## src/rtl/shift_bus_master.sv

```systemverilog
// Sequences one shift request over the shifter register bus: ctrl write, operand write,
// a timed start/compute hold, then a result read whose value is returned on the response channel.
//
// state   | meaning
// IDLE    | accepting a request, bus quiet
// WR_CTRL | writing {dir, amount} to the ctrl register
// WR_DATA | writing the captured operand
// START   | holding start for WAIT_CYCLES cycles
// READ    | reading the result register, sampled at the end of the cycle
// RESP    | presenting the result until the consumer accepts it
module shift_bus_master #(
  parameter int unsigned WAIT_CYCLES = 5
) (
  input  logic        clk,
  input  logic        reset,
  input  logic        req_valid,
  output logic        req_ready,
  input  logic        req_dir,
  input  logic [3:0]  req_amount,
  input  logic [15:0] req_data,
  output logic        resp_valid,
  input  logic        resp_ready,
  output logic [15:0] resp_data,
  output logic [1:0]  reg_sel,
  output logic        cs,
  output logic        we,
  output logic [15:0] bus_wdata,
  input  logic [15:0] bus_rdata
);

  typedef enum logic [2:0] {
    IDLE    = 3'd0,
    WR_CTRL = 3'd1,
    WR_DATA = 3'd2,
    START   = 3'd3,
    READ    = 3'd4,
    RESP    = 3'd5
  } state_t;

  localparam logic [1:0] SEL_CTRL   = 2'b00;
  localparam logic [1:0] SEL_DATA   = 2'b01;
  localparam logic [1:0] SEL_START  = 2'b11;
  localparam logic [1:0] SEL_RESULT = 2'b10;

  // Counter runs down to zero inclusive, so load one less than the hold length.
  localparam logic [7:0] START_LOAD = 8'(WAIT_CYCLES - 1);

  state_t      state;
  state_t      state_next;
  logic [7:0]  cnt;
  logic        cap_dir;
  logic [3:0]  cap_amount;
  logic [15:0] cap_data;

  always_ff @(posedge clk or posedge reset) begin
    if (reset) begin
      state      <= IDLE;
      cnt        <= 8'd0;
      cap_dir    <= 1'b0;
      cap_amount <= 4'd0;
      cap_data   <= 16'd0;
      resp_data  <= 16'd0;
    end else begin
      state <= state_next;
      if (state == IDLE && req_valid) begin
        cap_dir    <= req_dir;
        cap_amount <= req_amount;
        cap_data   <= req_data;
      end
      if (state == WR_DATA) begin
        cnt <= START_LOAD;
      end else if (state == START && cnt != 8'd0) begin
        cnt <= cnt - 8'd1;
      end
      if (state == READ) begin
        resp_data <= bus_rdata;
      end
    end
  end

  always_comb begin
    state_next = state;
    case (state)
      IDLE:    if (req_valid) state_next = WR_CTRL;
      WR_CTRL: state_next = WR_DATA;
      WR_DATA: state_next = START;
      START:   if (cnt == 8'd0) state_next = READ;
      READ:    state_next = RESP;
      RESP:    if (resp_ready) state_next = IDLE;
      default: state_next = IDLE;
    endcase
  end

  always_comb begin
    req_ready  = 1'b0;
    resp_valid = 1'b0;
    cs         = 1'b0;
    we         = 1'b0;
    reg_sel    = SEL_CTRL;
    bus_wdata  = 16'd0;
    case (state)
      IDLE: req_ready = 1'b1;
      WR_CTRL: begin
        cs        = 1'b1;
        we        = 1'b1;
        reg_sel   = SEL_CTRL;
        bus_wdata = {11'd0, cap_dir, cap_amount};
      end
      WR_DATA: begin
        cs        = 1'b1;
        we        = 1'b1;
        reg_sel   = SEL_DATA;
        bus_wdata = cap_data;
      end
      START: begin
        cs      = 1'b1;
        reg_sel = SEL_START;
      end
      READ: begin
        cs      = 1'b1;
        reg_sel = SEL_RESULT;
      end
      RESP: resp_valid = 1'b1;
      default: ;
    endcase
  end

endmodule

```

## config.mk

```make
export PLATFORM = sky130hd
export DESIGN_NAME = shift_bus_master
export DESIGN_NICKNAME = d
export VERILOG_FILES = /design/src/rtl/shift_bus_master.sv
export SDC_FILE = /design/constraint.sdc
export NUM_CORES = 1
export LEC_CHECK = 0
export CELL_PAD_IN_SITES_DETAIL_PLACEMENT = 1
export CELL_PAD_IN_SITES_GLOBAL_PLACEMENT = 2
export CORE_MARGIN = 10
export CORE_UTILIZATION = 25
export CTS_CLUSTER_DIAMETER = 40
export DETAILED_ROUTE_END_ITERATION = 8
export PLACE_DENSITY_LB_ADDON = 0.3
export SKIP_CTS_REPAIR_TIMING = 1
export SYNTH_ARGS = -nofsm -noshare
export SYNTH_HDL_FRONTEND = slang
export SYNTH_SLANG_ARGS = --single-unit
export TNS_END_PERCENT = 30
```

## constraint.sdc

```tcl
create_clock -name clk -period 1.54 [get_ports clk]
set_input_delay 0.308 -clock clk [delete_from_list [all_inputs] [get_ports clk]]
set_output_delay 0.308 -clock clk [all_outputs]
set_load 0.005 [all_outputs]
```

==> flow_summary.json <==
{
  "crit_type": "reg -> out",
  "hold_viol_final": 0,
  "cts_made_buffers": 5,
  "ant_nets": 0,
  "htree_levels": 2,
  "die_area_um2": 13000,
  "fillers": 930,
  "num_rows": 34,
  "rsz0062_at_grt": "true",
  "worst-endpoint-required_ns": 1.23,
  "dpl_cell_area_um2": 3310,
  "regArea_um2": 1200,
  "slew_headroom_pct": 78.6,
  "max_freq_mhz": 538,
  "outcome": "complete, but fails checks",
  "end_kind": "output port",
  "n_antenna_cell": 0,
  "synth_edf_count": 0,
  "ys.flop_type": "dfrtp_1",
  "synth-async-reset-ratio_pct": 100,
  "worst-slew-pin-transition_ns": 0.319,
  "track_usage_pct": 10.3,
  "skew_ns": 0.0126,
  "ff2ff_path_depth": 8,
  "synth_warnings": 0,
  "worstReg2RegStart": "state[1]",
  "syn2layout_area_growth_pct": 73.8,
  "cts.clk_slew.worst_paths_ns": 0.10,
  "irDropWorstVdd_mv": 0.573,
  "drt_iter0_drc": 33,
  "syn-mean-instance-area_um2": 12.4,
  "crit_fanout": 5,
  "crit_arrival_ns": 1.55,
  "multiInputGateArea_um2": 1150,
  "finalCritPeriodShare_pct": 121,
  "start_util_pct": 25.5,
  "hpwl_um": 5000,
  "powerDensity_nw_per_um2": 1950,
  "finish.utilization_pct": 44.4,
  "fp.dieH_um": 114,
  "drive_gt1_share_pct": 49.0,
  "grt_first_pass_wirelength_um": 10600,
  "io_pins": 79,
  "drt_wl_total_um": 6970,
  "fin_ws_ns": -0.319,
  "setup-violations-final": 57,
  "firstDrtPassIters": 4,
  "grt-ovfl-total": 0,
  "cts_root_buffer": "clkbuf_8",
  "cts_buffer_depth": 2,
  "seq_area_frac_synth_pct": 54.5,
  "die_w_um": 114,
  "cp-start-kind": "flip-flop",
  "final_area_um2": 3830,
  "maxCapViolCount": 0,
  "antenna_found_initial": 0,
  "whs_ns": 0.358,
  "period_needed_ns": 1.86,
  "preCtsSetupSlack_ns": -0.258,
  "syn_area_um2": 2200,
  "tritoncts": "yes",
  "grt_pass1_vias": 2002,
  "worstSetupStartpoint": "state[1]",
  "gp_congestion": 0.733,
  "regToRegSetupSlack_ns": -0.19,
  "core_area_um2": 8640,
  "postSynthCellCount": 178,
  "fin_nets": 342,
  "wl_per_cell_um": 17.1,
  "grt_max_degree": 49,
  "portBuffers": 78,
  "vias_per_cell": 4.50,
  "syn-num-nets": 221,
  "clock_latency_ns": 0.30,
  "drcViolationCount": 0,
  "rr_endpoint": "cnt[7]",
  "ys_ff_latch": 48,
  "worstSetupEndpoint": "we",
  "maxSlewViolCount": 0,
  "clock-sinks": 48,
  "ys_types": 40,
  "vias": 1836,
  "mostFrequentLayoutCell": "dfrtp_1",
  "mostFrequentLayoutCells": "dfrtp_1 (48), clkdlybuf4s50_1 (47), buf_6 (31)",
  "hold_class": "in -> async",
  "fin_setup_tns_ns": -7.40,
  "leakage_nw": 1.76,
  "violations": "setup timing"
}
-- state kept, by name, summed over array words and instances (netlist names) --
register / cells
cap_dir: 1
cap_amount: 4
cap_data: 16
cnt: 8
state: 3
resp_data: 16
-- critical path, stage by stage (launching register included) --
cell,delay [ns]
dfrtp_1,0.44
nor2b_4,0.16
buf_6,0.12
buf_6,0.11
buf_4,0.12
o21a_1,0.17
clkbuf_2,0.13
-- Yosys cell counts (2+ instances only) --
master / n / area share, %
a211oi_1: 3 / 1.0
a21oi_1: 3 / 0.68
a22oi_1: 5 / 1.7
and2_1: 2 / 0.57
and3_1: 11 / 3.1
buf_2: 2 / 0.45
buf_4: 2 / 0.68
clkbuf_1: 3 / 0.51
dfrtp_1: 48 / 54
ha_1: 2 / 1.1
inv_1: 8 / 1.4
mux2_2: 37 / 19
nand2_1: 5 / 0.85
nand3_1: 3 / 0.68
nand3b_1: 2 / 0.68
nor2_1: 15 / 2.6
nor2b_1: 2 / 0.57
nor3_4: 2 / 1.5
o21ai_0: 2 / 0.45
-- where the power goes --
| part | total [mW] | switching, mW | internal, mW |
|---|---|---|---|
| combinational | 4.41 | 1.63 | 2.78 |
| clock | 0.764 | 0.438 | 0.326 |
| sequential | 2.32 | 0.430 | 1.89 |
| total | 7.49 | 2.50 | 4.99 |
-- through the flow --
step | power (mW) | instances
after floorplan | 3.84 | 178
after global placement | 5.75 | 383
after detailed placement | 5.83 | 383
after CTS | 6.63 | 391
after global routing | 8.07 | 408
final | 7.49 | 408
-- worst min-delay path by stage --
stage                         to  slack, ns         from  depth (start not counted)
global placement     cap_data[8]       0.48  cap_data[8]                          1
CTS                 resp_data[8]       0.36        reset                          3
global route        resp_data[8]       0.35        reset                          3
detailed placement   cap_data[9]       0.49  cap_data[9]                          1
floorplan               state[0]       0.43    req_valid                          2
finish              resp_data[8]       0.36        reset                          3
-- cells by family (layout without fill, tap and decap cells) --
family / count (synthesis) / in the layout / synth area share [%]
buffers and inverters: 16 / 138 / 3.52
adders and majority gates: 2 / 2 / 1.13
and+or+nand+nor: 51 / 51 / 13.7
DFF: 48 / 48 / 54.5
xor gates and xnor gates: 2 / 2 / 0.795
muxes: 38 / 38 / 19.4
AOI/OAI and AO/OA: 21 / 21 / 6.98
-- area by class of cell --
| cell class | count | share of cell area (%) |
|---|---|---|
| Clock buffer | 7 | 1.99 |
| Clock inverter | 1 | 0.229 |
| Inverter | 8 | 0.784 |
| Multi-Input combinational cell | 114 | 30.1 |
| Sequential cell | 48 | 31.3 |
| Tap cell | 108 | 3.53 |
| Timing Repair Buffer | 122 | 32.0 |
-- per-layer routing --
metal	track usage [%]	part of all wire (%)	vias to the layer above
met1	11.7	40	933
met4	4.01	1.5	0
met3	3.20	4.2	5
met2	17.6	54	29
met5	0	0	-
li1	-	-	869
Note: power is estimated with default switching activity, not from simulation.
